**src/rtl/arm_decode_stage_if.sv**
```systemverilog
// Fetch-to-decode and decode-to-execute handshake bundle for the ARM32 decode stage.
// The decode stage is the slave; the surrounding pipeline (or a bench) is the master.
interface arm_decode_stage_if #(
    parameter int ARCH = 32
);
    logic            in_valid;
    logic            in_ready;
    logic [ARCH-1:0] in_ins;
    logic [ARCH-1:0] in_pc;

    logic            out_valid;
    logic            out_ready;
    logic [ARCH-1:0] out_pc;
    logic [3:0]      out_cond;
    logic [2:0]      out_class;
    logic [3:0]      out_opcode;
    logic            out_s;
    logic            out_load;
    logic            out_up;
    logic            out_link;
    logic [3:0]      out_rn;
    logic [3:0]      out_rd;
    logic [3:0]      out_rm;
    logic [ARCH-1:0] out_imm;
    logic [ARCH-1:0] out_target;

    modport master (
        output in_valid, in_ins, in_pc, out_ready,
        input  in_ready, out_valid, out_pc, out_cond, out_class, out_opcode,
               out_s, out_load, out_up, out_link, out_rn, out_rd, out_rm,
               out_imm, out_target
    );

    modport slave (
        input  in_valid, in_ins, in_pc, out_ready,
        output in_ready, out_valid, out_pc, out_cond, out_class, out_opcode,
               out_s, out_load, out_up, out_link, out_rn, out_rd, out_rm,
               out_imm, out_target
    );
endinterface

```
**src/rtl/arm_decode_stage.sv**
```systemverilog
// ARM32 decode stage: splits the fetched word into fields, immediates and branch target,
// and hands it to execute through an output register backed by one skid register.
module arm_decode_stage #(
    parameter int ARCH      = 32,
    parameter int PC_OFFSET = 8
) (
    input  logic                clk,
    input  logic                reset_n,
    input  logic                flush,
    arm_decode_stage_if.slave   bus,
    output logic [15:0]         undef_count
);

    typedef enum logic [2:0] {
        CLS_DP_REG = 3'd0,
        CLS_DP_IMM = 3'd1,
        CLS_LDST   = 3'd2,
        CLS_BRANCH = 3'd3,
        CLS_UNDEF  = 3'd4
    } ins_class_e;

    typedef struct packed {
        logic [ARCH-1:0] pc;
        logic [3:0]      cond;
        ins_class_e      cls;
        logic [3:0]      opcode;
        logic            s;
        logic            load;
        logic            up;
        logic            link;
        logic [3:0]      rn;
        logic [3:0]      rd;
        logic [3:0]      rm;
        logic [ARCH-1:0] imm;
        logic [ARCH-1:0] target;
    } dec_t;

    // Occupancy of the two-entry buffer: HALF = output register only, FULL = skid too.
    typedef enum logic [1:0] {
        OCC_EMPTY = 2'd0,
        OCC_HALF  = 2'd1,
        OCC_FULL  = 2'd2
    } occ_e;

    occ_e            state;
    occ_e            state_next;
    dec_t            dec;
    dec_t            out_q;
    dec_t            skid_q;
    logic [ARCH-1:0] ins;
    logic [2*ARCH-1:0] rot_dbl;
    logic [ARCH-1:0] branch_off;
    logic            accept;
    logic            consume;
    logic            load_out;
    logic            load_skid;
    logic            move_skid;
    logic [15:0]     undef_cnt_q;

    assign ins        = bus.in_ins;
    assign rot_dbl    = {{(ARCH-8){1'b0}}, ins[7:0], {(ARCH-8){1'b0}}, ins[7:0]}
                        >> {ins[11:8], 1'b0};
    assign branch_off = {{(ARCH-26){ins[23]}}, ins[23:0], 2'b00};

    always_comb begin
        dec        = '0;
        dec.pc     = bus.in_pc;
        dec.cond   = ins[31:28];
        dec.rn     = ins[19:16];
        dec.rd     = ins[15:12];
        dec.rm     = ins[3:0];
        dec.cls    = CLS_UNDEF;
        if (ins[31:28] != 4'hF) begin
            case (ins[27:26])
                2'b00:   dec.cls = ins[25] ? CLS_DP_IMM : CLS_DP_REG;
                2'b01:   dec.cls = ins[25] ? CLS_UNDEF  : CLS_LDST;
                2'b10:   dec.cls = ins[25] ? CLS_BRANCH : CLS_UNDEF;
                default: dec.cls = CLS_UNDEF;
            endcase
        end
        case (dec.cls)
            CLS_DP_REG: begin
                dec.opcode = ins[24:21];
                dec.s      = ins[20];
            end
            CLS_DP_IMM: begin
                dec.opcode = ins[24:21];
                dec.s      = ins[20];
                dec.imm    = rot_dbl[ARCH-1:0];
            end
            CLS_LDST: begin
                dec.load = ins[20];
                dec.up   = ins[23];
                dec.imm  = {{(ARCH-12){1'b0}}, ins[11:0]};
            end
            CLS_BRANCH: begin
                dec.link   = ins[24];
                dec.target = bus.in_pc + ARCH'(PC_OFFSET) + branch_off;
            end
            default: ;
        endcase
    end

    assign accept  = bus.in_valid && bus.in_ready;
    assign consume = bus.out_valid && bus.out_ready;

    always_ff @(posedge clk) begin
        if (!reset_n) begin
            state <= OCC_EMPTY;
        end else begin
            state <= state_next;
        end
    end

    // Flush wins over any transfer, so it forces the buffer empty regardless of handshakes.
    always_comb begin
        state_next = state;
        if (flush) begin
            state_next = OCC_EMPTY;
        end else begin
            case (state)
                OCC_EMPTY: if (accept) state_next = OCC_HALF;
                OCC_HALF: begin
                    if (accept && !bus.out_ready)      state_next = OCC_FULL;
                    else if (!accept && bus.out_ready) state_next = OCC_EMPTY;
                end
                OCC_FULL:  if (bus.out_ready) state_next = OCC_HALF;
                default:   state_next = OCC_EMPTY;
            endcase
        end
    end

    always_comb begin
        bus.in_ready  = (state != OCC_FULL);
        bus.out_valid = (state != OCC_EMPTY);
        load_out      = 1'b0;
        load_skid     = 1'b0;
        move_skid     = 1'b0;
        if (!flush) begin
            load_out  = accept && (state == OCC_EMPTY || bus.out_ready);
            load_skid = accept && (state == OCC_HALF) && !bus.out_ready;
            move_skid = (state == OCC_FULL) && bus.out_ready;
        end
    end

    always_ff @(posedge clk) begin
        if (!reset_n) begin
            out_q  <= '0;
            skid_q <= '0;
        end else begin
            if (move_skid)
                out_q <= skid_q;
            else if (load_out)
                out_q <= dec;
            if (load_skid)
                skid_q <= dec;
        end
    end

    // Only instructions actually handed to execute are counted; flushed ones never are.
    always_ff @(posedge clk) begin
        if (!reset_n) begin
            undef_cnt_q <= 16'd0;
        end else if (!flush && consume && out_q.cls == CLS_UNDEF && undef_cnt_q != 16'hFFFF) begin
            undef_cnt_q <= undef_cnt_q + 16'd1;
        end
    end

    assign undef_count    = undef_cnt_q;
    assign bus.out_pc     = out_q.pc;
    assign bus.out_cond   = out_q.cond;
    assign bus.out_class  = out_q.cls;
    assign bus.out_opcode = out_q.opcode;
    assign bus.out_s      = out_q.s;
    assign bus.out_load   = out_q.load;
    assign bus.out_up     = out_q.up;
    assign bus.out_link   = out_q.link;
    assign bus.out_rn     = out_q.rn;
    assign bus.out_rd     = out_q.rd;
    assign bus.out_rm     = out_q.rm;
    assign bus.out_imm    = out_q.imm;
    assign bus.out_target = out_q.target;

endmodule

```
**src/flat_wrapper.sv**
```systemverilog
// flat-port wrapper written by rule: the top's interface ports become plain ports
module arm_decode_stage_flat 
#(
    parameter int ARCH      = 32,
    parameter int PC_OFFSET = 8
)
  (clk, reset_n, flush, undef_count, bus_in_valid, bus_in_ins, bus_in_pc, bus_out_ready, bus_in_ready, bus_out_valid, bus_out_pc, bus_out_cond, bus_out_class, bus_out_opcode, bus_out_s, bus_out_load, bus_out_up, bus_out_link, bus_out_rn, bus_out_rd, bus_out_rm, bus_out_imm, bus_out_target);
  arm_decode_stage_if #(.ARCH(ARCH)) bus_i ();
  input  logic clk;
  input  logic reset_n;
  input  logic flush;
  output logic [15:0] undef_count;
  input wire logic [$bits(bus_i.in_valid)-1:0] bus_in_valid;
  input wire logic [$bits(bus_i.in_ins)-1:0] bus_in_ins;
  input wire logic [$bits(bus_i.in_pc)-1:0] bus_in_pc;
  input wire logic [$bits(bus_i.out_ready)-1:0] bus_out_ready;
  output wire logic [$bits(bus_i.in_ready)-1:0] bus_in_ready;
  output wire logic [$bits(bus_i.out_valid)-1:0] bus_out_valid;
  output wire logic [$bits(bus_i.out_pc)-1:0] bus_out_pc;
  output wire logic [$bits(bus_i.out_cond)-1:0] bus_out_cond;
  output wire logic [$bits(bus_i.out_class)-1:0] bus_out_class;
  output wire logic [$bits(bus_i.out_opcode)-1:0] bus_out_opcode;
  output wire logic [$bits(bus_i.out_s)-1:0] bus_out_s;
  output wire logic [$bits(bus_i.out_load)-1:0] bus_out_load;
  output wire logic [$bits(bus_i.out_up)-1:0] bus_out_up;
  output wire logic [$bits(bus_i.out_link)-1:0] bus_out_link;
  output wire logic [$bits(bus_i.out_rn)-1:0] bus_out_rn;
  output wire logic [$bits(bus_i.out_rd)-1:0] bus_out_rd;
  output wire logic [$bits(bus_i.out_rm)-1:0] bus_out_rm;
  output wire logic [$bits(bus_i.out_imm)-1:0] bus_out_imm;
  output wire logic [$bits(bus_i.out_target)-1:0] bus_out_target;
  assign bus_i.in_valid = bus_in_valid;
  assign bus_i.in_ins = bus_in_ins;
  assign bus_i.in_pc = bus_in_pc;
  assign bus_i.out_ready = bus_out_ready;
  assign bus_in_ready = bus_i.in_ready;
  assign bus_out_valid = bus_i.out_valid;
  assign bus_out_pc = bus_i.out_pc;
  assign bus_out_cond = bus_i.out_cond;
  assign bus_out_class = bus_i.out_class;
  assign bus_out_opcode = bus_i.out_opcode;
  assign bus_out_s = bus_i.out_s;
  assign bus_out_load = bus_i.out_load;
  assign bus_out_up = bus_i.out_up;
  assign bus_out_link = bus_i.out_link;
  assign bus_out_rn = bus_i.out_rn;
  assign bus_out_rd = bus_i.out_rd;
  assign bus_out_rm = bus_i.out_rm;
  assign bus_out_imm = bus_i.out_imm;
  assign bus_out_target = bus_i.out_target;
  arm_decode_stage #(.ARCH(ARCH), .PC_OFFSET(PC_OFFSET)) u_core (.clk(clk), .reset_n(reset_n), .flush(flush), .bus(bus_i), .undef_count(undef_count));
endmodule
```
**config.mk**
```make
export PLATFORM = sky130hd
export DESIGN_NAME = arm_decode_stage_flat
export DESIGN_NICKNAME = d
export VERILOG_FILES = /design/src/rtl/arm_decode_stage_if.sv /design/src/rtl/arm_decode_stage.sv /design/src/flat_wrapper.sv
export SDC_FILE = /design/constraint.sdc
export NUM_CORES = 1
export LEC_CHECK = 0
export CELL_PAD_IN_SITES_DETAIL_PLACEMENT = 0
export CELL_PAD_IN_SITES_GLOBAL_PLACEMENT = 1
export CORE_MARGIN = 1.5
export CORE_UTILIZATION = 44
export CTS_BUF_LIST = sky130_fd_sc_hd__clkbuf_4
export CTS_CLUSTER_SIZE = 12
export DETAILED_ROUTE_END_ITERATION = 12
export PLACE_DENSITY_LB_ADDON = 0.1
export SETUP_SLACK_MARGIN = 0.05
export SLEW_MARGIN = 20
export SYNTH_ARGS = -nofsm -noshare
export SYNTH_HDL_FRONTEND = slang
export SYNTH_SLANG_ARGS = --single-unit
```
**constraint.sdc**
```tcl
create_clock -name clk -period 4.73 [get_ports clk]
set_input_delay 0.946 -clock clk [delete_from_list [all_inputs] [get_ports clk]]
set_output_delay 0.946 -clock clk [all_outputs]
set_load 0.05 [all_outputs]
```
; ---- Word-level counts from Yosys, hierarchy flattened
; Index checks and enable logic that the tools add are counted.
[word_totals]
ff_bits = 264
out_inout_bits = 141
[op_classes]
add_sub_neg = 3
eq_ne = 14
shifts = 1
n_mux = 20
n_bitwise = 1
n_reduce_logical = 23
[op_table]
columns = operator, n
row1 = 2-to-1 mux 123 bit, 2
row2 = one-hot mux 32 bit (2 select lines), 1
row3 = >> shifter 40 x 5 -> 32 bit, 1
row4 = adder 32 bit, 1
row5 = "adder 32 x 4 -> 32 bit, second input constant", 1
row6 = 2-to-1 mux 32 bit, 1
row7 = "adder 16 x 1 -> 16 bit, second input constant", 1
row8 = "!= test 16 bit, second input constant", 1
row9 = logical AND 1 bit, 11
row10 = 2-to-1 mux 2 bit, 5
row11 = 2-to-1 mux 3 bit, 3
row12 = one-hot mux 3 bit (3 select lines), 1
row13 = "== test 3 x 2 -> 1 bit, second input constant", 2
row14 = one-hot mux 2 bit (3 select lines), 1
row15 = 2-to-1 mux 1 bit, 5
row16 = 2-to-1 mux 5 bit, 1
row17 = "== test 2 x 1 -> 1 bit, second input constant", 2
row18 = "== test 2 bit, second input constant", 2
row19 = logical NOT 2 bit, 2
row20 = "!= test 2 bit, second input constant", 2
row21 = "!= test 4 bit, second input constant", 1
row22 = nonzero test 2 bit, 2
row23 = OR reduction 2 bit, 2
row24 = "== test 3 x 1 -> 1 bit, second input constant", 1
row25 = 8 further kinds, 10

; ---- Longest topological paths before layout
[depth]
depth_word = 8
mapped_depth = 13

; ---- Least setup slack after synthesis
; OpenSTA, ideal clock, no wires.
[synth_timing]
path_type = input to register
startpoint = input port bus_in_pc[3]
endpoint = register u_core.skid_q[25] in the netlist's numbering
setup_time_ns = 0.117
t_arrival_ns = 3.366
required_ns = 4.613
path_slack_ns = 1.247
path_stages = 13
path_buffers = 0
cell_sequence = inv_1 -> ha_1 -> inv_1 -> ha_1 -> inv_1 -> fa_1 -> and2b_1 -> o311ai_1 -> a21oi_1 -> o21ai_1 -> o311ai_1 -> xor2_1 -> a22o_1
[synth_between]
elab_chain_len = 3
[synth_lines]
columns = item, line_no
row1 = start: declaration, flat_wrapper.sv:15  ; input wire logic [$bits(bus_i.in_pc)-1:0] bus_in_pc;
row2 = adder 32 x 4 -> 32 bit, arm_decode_stage.sv:98  ; dec.target = bus.in_pc + ARCH'(PC_OFFSET) + branch_off;
row3 = adder 32 bit, arm_decode_stage.sv:98
row4 = 2-to-1 mux 32 bit, arm_decode_stage.sv:81  ; case (dec.cls)
row5 = end signal: assignment, arm_decode_stage.sv:149  ; skid_q <= '0;
row6 = end signal: assignment, arm_decode_stage.sv:156  ; skid_q <= dec;
row7 = end: declaration, arm_decode_stage.sv:49  ; dec_t skid_q;
; Every way passes these cells.
; A chain may end at the register's enable or synchronous reset.

; ---- Worst setup path after layout
; Ends and elaborated chain as after synthesis.

==> results.tsv <==
metric	value	unit
pin count of the biggest net entering global routing	79	
FF+latch count, synth	264	
number of buffers added for setup after CTS	0	
wire length of the first global-routing pass	61200	um
Chip Width	171	um
EDFF count, synth	0	
largest fanout of any net on the critical path	4	
number of buffers inserted during clock tree synthesis	72	
count of cells resized by post-cts repair	0	
HP Class	reg -> reg	
Total Routed Length	39500	um
capturing element type of the critical path	flop	
main flop type after synthesis	dfxtp_1	
multi-input logic area	6620	um^2
number of antenna violations at the first check in global routing	1	
part of the Yosys area used for sequential elements	42.7	%
most frequent cell on the critical path	inv_1	
areal power density over the cells	342	nW/um^2
via count of the first global-routing pass	11100	
count of buffer and inverter cells on the critical path	4	
ys async rst share	0	%
critical setup path kind	in -> reg	
data required time at the worst endpoint	5.29	ns
routability congestion estimate	0.854	
launching element type of the critical path	input pin	
pin slew with the least headroom to its limit	1.01	ns
syn nets	1637	
Top Ports	210	
number of antenna-violating nets in the routed design	0	
most numerous cell in the Yosys netlist	dfxtp_1	
Die Span Y	171	um
latest clock arrival within the worst-skew pair	0.67	ns
cells after synthesis	1509	
number of setup violations in the final report	0	
cell row count	61	
DP Wirelength	26200	um
setup slack on the worst flop-to-flop path	2.16	ns
biggest cell delay along the critical path	0.50	ns
post-route setup TNS	0	ns
leading cell types by total area after synthesis	dfxtp_1, a21oi_1, nand2_1	
list of cells traversed by the critical path	clkdlybuf4s50_1 -> inv_1 -> ha_1 -> inv_1 -> ha_1 -> inv_1 -> fa_1 -> and2b_1 -> o311ai_1 -> a21oi_1 -> o21ai_1 -> o311ai_1 -> xor2_1 -> a22o_1	
number of buffers inserted for hold repair after clock tree synthesis	0	
Die Area	29200	um^2
largest vdd supply drop	0.209	mV
average routed wire per standard cell	18.6	um
share of post-route cells with drive strength above 1	9.50	%
run status	completed	
Final Skew	0.0405	ns
TritonCTS clock tree	built	
number of slew-limit violations in the final report	0	
portion of the clock cycle consumed by the worst path in the final layout	77.5	%
unrepaired setup endpoints after global routing	no	
initial core utilization	44.6	%
area occupied by registers	5290	um^2
global-route congestion overflow total	0	
detail-routed via count per cell	5.61	
post-synth top area cell	dfxtp_1	
number of buffers inserted by port buffering	209	
number of search-and-repair iterations in the first detailed-routing pass	6	
TritonCTS Sinks	264	
average instance area after synthesis	8.21	um^2
area added between synthesis and finish	26.3	%
root buffer selected by CTS	clkbuf_4	
endpoint arrival time on the critical path	4.22	ns
number of remaining DRC errors	0	
leading post-synthesis cells by instance count	dfxtp_1, nand2_1, nor2_1	
vias after detailed routing	11900	
area fraction of the dominant cell type after synthesis	42.7	%
Bufs on Longest Clock Path	3	
Leak	5.76	nW
aggregate global-route resource usage	26.7	%
yosys synthesis warning count	0	
slowest stage cell on the critical path	clkdlybuf4s50_1	
clock-pin slew of the registers on the worst-case setup and hold paths	0.07	ns
number of fillers in the final layout	2694	
number of distinct library cell variants in the gate-level netlist after synthesis	74	
headroom to the max-slew limit	32.8	%
Max Cap Viol	0	
DRC marker count from the first detailed-route iteration	918	
maximum clock frequency	0.273	GHz
clock period minus final worst setup slack	3.67	ns
power consumption	0.00535	W
maximum level of the CTS H-tree	3	
# nets final	1827	
post-synthesis instance area	12400	um^2
cell class contributing the biggest share of worst-path delay	compound AO/OA/AOI/OAI gates	
core region area	27800	um^2
final-report hold violation count	0	
## area by class of cell
type	count	area share, %
flip-flops and latches	264	33.8
diodes	2	0.0320
well taps	378	3.02
clock buffers	111	5.33
inverters	15	0.392
repair buffers	232	14.5
multi-input cells	1114	42.3
clock inverters	12	0.656
## final timing paths
path / start / cells after the start / end
hold / removal: u_core.skid_q[78]$_SDFFE_PN0P_ / 2 / u_core.skid_q[78]$_SDFFE_PN0P_
setup / recovery: bus_in_pc[3] / 14 / u_core.skid_q[25]$_SDFFE_PN0P_
setup reg to reg: u_core.state[0]$_SDFFE_PP0P_ / 7 / u_core.bus.out_target[28]$_SDFFE_PN0P_
hold reg to reg: u_core.skid_q[78]$_SDFFE_PN0P_ / 2 / u_core.skid_q[78]$_SDFFE_PN0P_
## per-layer routing
layer  part of all wire, %  vias up  routed length (um)  global-route usage [%]
met1                    45     5674               17600                    35.7
met5                     0        -                   0                       0
met3                   6.7       70                2650                    5.94
li1                      -     5812                   -                       -
met4                   2.4        0                 929                    9.04
met2                    46      381               18300                    42.6
## sequential cells by signal (all words and copies together), names as in the netlist
signal and flops:
u_core.bus.out_opcode 4, u_core.bus.out_load 1, u_core.state 2, u_core.undef_count 16, u_core.bus.out_rd 4, u_core.skid_q 123
u_core.bus.out_cond 4, u_core.bus.out_imm 32, u_core.bus.out_s 1, u_core.bus.out_pc 32, u_core.bus.out_rn 4, u_core.bus.out_class 3
u_core.bus.out_up 1, u_core.bus.out_link 1, u_core.bus.out_rm 4, u_core.bus.out_target 32
## cell families after synthesis
logic type | after synthesis | synth area share, %
and+or+nand+nor | 575 | 20.3
xor gates and xnor gates | 40 | 2.83
muxes | 12 | 0.990
DFF | 264 | 42.7
buffers and inverters | 131 | 4.21
adders and majority gates | 59 | 6.02
AOI/OAI and AO/OA | 428 | 22.9
## report_power, final
group          total (W)  internal, W  switching [W]  leakage [nW]
Sequential       0.00230      0.00227      0.0000274          2.14
Combinational   0.000929     0.000326       0.000603          3.06
Clock            0.00213      0.00117       0.000957         0.563
## worst register-to-register path, cell delays in order, from the launching register on
cell      delay [ns]
dfxtp_1         0.41
or2_1           0.17
a21boi_1        0.30
or3b_4          0.37
buf_4           0.67
nor3_2          0.09
buf_4           0.22
a31o_2          0.21
## through the flow
stage | cells | util, % | setup slack [ns] | hold slack [ns] | instance area, um^2
after floorplan | 1509 | - | 1.25 | 0.425 | 12400
after global routing | 2128 | 56.3 | 0.857 | 0.471 | 15600
after CTS | 2126 | 56.3 | 1.08 | 0.451 | 15600
after global placement | 2003 | 52.9 | 0.380 | 0.435 | 14700
final | 2128 | 56.3 | 1.06 | 0.452 | 15600
after detailed placement | 2003 | 52.9 | 0.369 | 0.441 | 14700
## cells in the final DEF, fill, tap and decap left out, types with 10 or more instances in the layout
master	n
dfxtp_1	264
nand2_1	210
nor2_1	209
clkdlybuf4s50_1	208
a21oi_1	166
clkbuf_4	111
ha_1	58
o221ai_1	53
nand3_1	49
o21ai_0	44
a22oi_1	31
and3_1	25
xnor2_1	25
o22ai_1	23
nor3_1	22
buf_4	22
a222oi_1	17
xor2_1	15
inv_1	14
a22o_1	12
o2bb2ai_1	11
mux2i_1	10
a21o_1	10
No activity file was read; power rests on OpenSTA's default activity.
